## src/rtl/uart_cmd_ctrl.sv

```systemverilog
// rtl/uart_cmd_ctrl.sv - UART command frame sequencer driving filter mode/brightness registers
// Frames are SOF(0xAA) CMD ARG CHK with CHK = CMD ^ ARG; partial frames are dropped on timeout.
module uart_cmd_ctrl #(
  parameter int          TIMEOUT_TICKS  = 1760,
  parameter int          NUM_MODES      = 8,
  parameter logic [7:0]  BRIGHT_DEFAULT = 8'h80
) (
  input  logic       clk,
  input  logic       reset,
  input  logic       i_baud_tick,
  input  logic [7:0] i_rx_data,
  input  logic       i_rx_done,
  output logic [2:0] o_filter_mode,
  output logic [7:0] o_brightness,
  output logic       o_cfg_update,
  output logic       o_err,
  output logic [7:0] o_err_cnt,
  output logic       o_busy
);

  localparam int             CW          = $clog2(TIMEOUT_TICKS + 1);
  localparam logic [CW-1:0]  TMO_LAST    = CW'(TIMEOUT_TICKS - 1);
  localparam logic [8:0]     MODE_LIMIT  = 9'(NUM_MODES);
  localparam logic [7:0]     SOF         = 8'hAA;
  localparam logic [7:0]     CMD_MODE    = 8'h01;
  localparam logic [7:0]     CMD_BRIGHT  = 8'h02;
  localparam logic [7:0]     CMD_DEFAULT = 8'h03;

  typedef enum logic [2:0] {
    WAIT_SOF,
    GET_CMD,
    GET_ARG,
    GET_CHK,
    APPLY
  } state_t;

  state_t          state;
  logic [7:0]      cmd_q;
  logic [7:0]      arg_q;
  logic [7:0]      chk_q;
  logic [CW-1:0]   tmo_cnt;

  logic            chk_ok;
  logic            arg_in_range;
  logic            accept;
  logic            in_frame;

  always_comb begin
    chk_ok       = (chk_q == (cmd_q ^ arg_q));
    arg_in_range = ({1'b0, arg_q} < MODE_LIMIT);
    in_frame     = (state == GET_CMD) || (state == GET_ARG) || (state == GET_CHK);
    case (cmd_q)
      CMD_MODE:    accept = chk_ok && arg_in_range;
      CMD_BRIGHT:  accept = chk_ok;
      CMD_DEFAULT: accept = chk_ok;
      default:     accept = 1'b0;
    endcase
  end

  always_ff @(posedge clk or posedge reset) begin
    if (reset) begin
      state         <= WAIT_SOF;
      cmd_q         <= 8'h00;
      arg_q         <= 8'h00;
      chk_q         <= 8'h00;
      tmo_cnt       <= '0;
      o_filter_mode <= 3'd0;
      o_brightness  <= BRIGHT_DEFAULT;
      o_cfg_update  <= 1'b0;
      o_err         <= 1'b0;
      o_err_cnt     <= 8'h00;
      o_busy        <= 1'b0;
    end else begin
      o_cfg_update <= 1'b0;
      o_err        <= 1'b0;

      if (state == WAIT_SOF) begin
        tmo_cnt <= '0;
        if (i_rx_done && (i_rx_data == SOF)) begin
          state  <= GET_CMD;
          o_busy <= 1'b1;
        end
      end else if (in_frame) begin
        // A byte arriving on the terminal tick takes priority over the timeout.
        if (i_rx_done) begin
          tmo_cnt <= '0;
          case (state)
            GET_CMD: begin
              cmd_q <= i_rx_data;
              state <= GET_ARG;
            end
            GET_ARG: begin
              arg_q <= i_rx_data;
              state <= GET_CHK;
            end
            default: begin
              chk_q <= i_rx_data;
              state <= APPLY;
            end
          endcase
        end else if (i_baud_tick) begin
          if (tmo_cnt == TMO_LAST) begin
            tmo_cnt <= '0;
            state   <= WAIT_SOF;
            o_busy  <= 1'b0;
            o_err   <= 1'b1;
            if (o_err_cnt != 8'hFF) begin
              o_err_cnt <= o_err_cnt + 8'd1;
            end
          end else begin
            tmo_cnt <= tmo_cnt + 1'b1;
          end
        end
      end else if (state == APPLY) begin
        // Bytes strobed during this cycle are dropped.
        state   <= WAIT_SOF;
        o_busy  <= 1'b0;
        tmo_cnt <= '0;
        if (accept) begin
          o_cfg_update <= 1'b1;
          case (cmd_q)
            CMD_MODE:   o_filter_mode <= arg_q[2:0];
            CMD_BRIGHT: o_brightness  <= arg_q;
            default: begin
              o_filter_mode <= 3'd0;
              o_brightness  <= BRIGHT_DEFAULT;
            end
          endcase
        end else begin
          o_err <= 1'b1;
          if (o_err_cnt != 8'hFF) begin
            o_err_cnt <= o_err_cnt + 8'd1;
          end
        end
      end else begin
        state   <= WAIT_SOF;
        o_busy  <= 1'b0;
        tmo_cnt <= '0;
      end
    end
  end

endmodule

```

## config.mk

```make
export PLATFORM = sky130hd
export DESIGN_NAME = uart_cmd_ctrl
export DESIGN_NICKNAME = d
export VERILOG_FILES = /design/src/rtl/uart_cmd_ctrl.sv
export SDC_FILE = /design/constraint.sdc
export NUM_CORES = 1
export LEC_CHECK = 0
export ABC_CLOCK_PERIOD_IN_PS = 6400
export BUFFER_PORTS_ARGS = -buffer_cell sky130_fd_sc_hd__clkbuf_2
export CAP_MARGIN = 20
export CORE_MARGIN = 1
export CORE_UTILIZATION = 65
export CTS_BUF_LIST = sky130_fd_sc_hd__clkbuf_4
export CTS_CLUSTER_SIZE = 24
export DETAILED_ROUTE_END_ITERATION = 16
export HOLD_SLACK_MARGIN = 0.03
export PLACE_DENSITY_LB_ADDON = 0.08
export SLEW_MARGIN = 25
export SYNTH_ARGS = -nofsm -noshare
export SYNTH_HDL_FRONTEND = slang
export SYNTH_SLANG_ARGS = --single-unit
```

## constraint.sdc

```tcl
create_clock -name clk -period 6.4 [get_ports clk]
set_clock_uncertainty 0.1 [all_clocks]
set_input_delay 1.28 -clock clk [delete_from_list [all_inputs] [get_ports clk]]
set_output_delay 1.28 -clock clk [all_outputs]
set_load 0.05 [all_outputs]
```

==> results.py <==
metrics = {
    "outcome": {
        "outcome": "completed",
    },
    "power_and_ir_drop": {
        "leakagePower_nw": 1.524,
        "powerDensity_mw_per_mm2": 362.8,
        "p_total_mw": 1.176,
        "vdd.ir_drop.worst_uv": 297.4,
    },
    "global_route": {
        "grt_pass1_wl_mm": 9.929,
        "track_usage_pct": 26.88,
        "antenna_found_initial": 0,
        "grt_overflow": 0,
        "grt_pass1_vias": 2164,
        "grt_max_degree": 61,
    },
    "placement": {
        "dpl.hpwl_mm": 4.046,
        "gp_congestion": 0.7951,
        "port_buffers": 33,
        "dp_slack_ps": 3300,
    },
    "logic_synthesis": {
        "yosysTopAreaCell": "dfrtp_1",
        "synth_fp_nets": 287,
        "synthFlopType": "dfrtp_1",
        "ys_seq_area_share_pct": 51.35,
        "yosys_warnings": 0,
        "synth.area.top_cells": "dfrtp_1, nand2_1, mux2_2",
        "syn_area_sq_mm": 0.002927,
        "ys_top_cells_by_count": "dfrtp_1, nand2_1, xnor2_1",
        "synth_edf_count": 0,
        "async_reset_ff_share_pct": 100.0,
        "syn_avg_cell_area_sq_um": 10.72,
        "synth_top_area_share_pct": 50.45,
        "ys_ff_latch": 60,
        "synthCells": 273,
        "synth.most_common_cell": "dfrtp_1",
        "synth.distinct_cells": 49,
    },
    "sta": {
        "rsz0062_at_grt": "false",
        "tightest_slew_ps": 990.4,
        "finalSetupTns_ps": 0,
        "fmax_mhz": 356.3,
        "slew_viol_final": 0,
        "fin_crit_ps": 2807,
        "fin_crit_sh_pct": 43.85,
        "setup_slack_ps": 3593,
        "setup_violations": 0,
        "finalHoldViolations": 0,
        "relSlewSlack_pct": 33.80,
    },
    "worst_setup_path": {
        "reg2reg_depth": 6,
        "path_class": "flop to flop",
        "crit_chain": "nor4_2 > or4b_1 > or4_4 > nor3_4 > nand2b_1 > mux2_4",
        "cp-end-kind": "flop",
        "crit_required_ps": 6630,
        "cp-start-kind": "flop",
        "slowest_delay_ps": 470,
        "crit_slowest_cell": "or4b_1",
        "cp_data_arrival_time_ps": 3040,
        "crit_path_max_fanout": 8,
    },
    "cts": {
        "hold_buffers": 0,
        "cts_buffers": 9,
        "cts_tree": "done",
        "cts_htree_levels": 3,
        "clock-root-buffer": "clkbuf_4",
        "clkLatencyLatePin_ps": 390,
        "post_cts_resize_count": 0,
        "cts_sinks": 60,
        "clk_pin_slew_worst_paths_ps": 100,
        "clock_path_buffers": 2,
        "postCtsSetupRepairBufs": 0,
    },
    "drt": {
        "postRouteAntennaNets": 0,
        "wire_per_inst_um": 15.11,
        "drt_iter0_markers": 89,
        "drcViolationCount": 0,
        "wirelength_mm": 5.574,
        "vias_per_cell": 5.794,
        "drtPass1Iterations": 4,
        "dr_total_vias": 2138,
    },
    "layout": {
        "multi_input_area_sq_mm": 0.001333,
        "antenna_cells": 0,
        "layout-drive-gt1-share_pct": 24.92,
        "fillers": 325,
        "area_growth_pct": 10.77,
        "seq_area_sq_mm": 0.001503,
        "fin_nets": 327,
    },
    "flow_run": {
        "cap_violations": 0,
    },
    "floorplan": {
        "initial_utilization_pct": 67.21,
        "core_sq_mm": 0.004354,
        "rows": 24,
        "die_h_um": 69.10,
        "die_area_sq_mm": 0.004775,
        "io_pins": 34,
        "die_w_um": 69.10,
    },
    "hold_path": {
        "min_path_cells": 2,
        "min_path_type": "flop to flop",
    },
}
==> worst max-delay path: cells and delay by family (launching register included) <==
kind | cells | cell delay (ps)
multiplexers | 1 | 390
AND/OR/NAND/NOR | 5 | 1830
flip-flops | 1 | 420
==> power breakdown <==
part	internal, mW	switching, mW	total (mW)
logic	0.197	0.182	0.379
clock network	0.0892	0.129	0.218
registers	0.470	0.109	0.579
total	0.757	0.419	1.18
==> layer usage <==
| metal | track usage [%] | part of all wire [%] |
|---|---|---|
| met1 | 33.87 | 42 |
| met2 | 42.61 | 51 |
| met3 | 5.702 | 4.4 |
| met4 | 16.33 | 2.9 |
| met5 | 0 | 0 |
==> through the flow <==
stage                     area (sq um)  utilization (%)  cells  hold WS, ps
final                             3242            74.45    369        397.1
after global routing              3242            74.45    369        429.0
after CTS                         3233            74.25    369        401.1
after detailed placement          3128            71.84    354        377.6
after global placement            3128            71.84    354        371.2
after floorplan                   2927                -    273        356.8
==> registers in the layout, summed over array words and instances (netlist names) <==
register and count:
o_brightness 8, arg_q 8, o_filter_mode 3, o_err_cnt 8, tmo_cnt 11, chk_q 8, o_cfg_update 1, o_busy 1
state 3, cmd_q 8, o_err 1
==> final timing paths <==
check,from,to,slack [ps]
max in group asynchronous,reset,tmo_cnt[7],4730
worst max-delay path,cmd_q[4],o_brightness[7],3590
worst min register to register,chk_q[5],chk_q[5],400
min in group asynchronous,reset,o_cfg_update,960
worst max register to register,cmd_q[4],o_brightness[7],3590
worst min-delay path,chk_q[5],chk_q[5],400
==> logic make-up (layout without fill, tap and decap cells) <==
| group | Yosys count | after routing | synth area share (%) |
|---|---|---|---|
| compound gates | 33 | 33 | 7.226 |
| xor+xnor | 24 | 24 | 8.294 |
| fa+ha+maj | 2 | 2 | 0.8549 |
| buf+inv | 22 | 66 | 3.420 |
| flops | 60 | 60 | 51.35 |
| mux | 27 | 27 | 10.09 |
| simple gates | 105 | 105 | 18.77 |
==> cell type report <==
type                    instances  area share (%)
flip-flops and latches         60           46.35
inverters                      17           1.968
clock buffers                  12           2.779
repair buffers                 34           5.326
multi-input cells             191           41.10
clock inverters                 3          0.4631
well taps                      52           2.007
==> placed cells by master, fill, tap and decap left out, types with 2 or more instances in the layout <==
master	count
nor4_1	2
nor4b_1	2
mux2i_1	10
clkinv_2	3
clkbuf_2	33
or3_1	3
nand4_1	4
nand3_1	4
clkbuf_4	12
nand2_1	51
dfrtp_1	59
o22ai_1	2
mux2_2	16
o211ai_1	5
nor3b_1	2
ha_1	2
xnor2_1	17
nand2b_1	3
nor2_1	15
xor2_1	5
and3_1	3
o21ai_0	7
or4_1	2
nand3b_1	2
inv_1	15
nor4_2	2
a21oi_1	9
or2_2	2
a2bb2oi_1	2
Power figures use the tool's default switching activity.
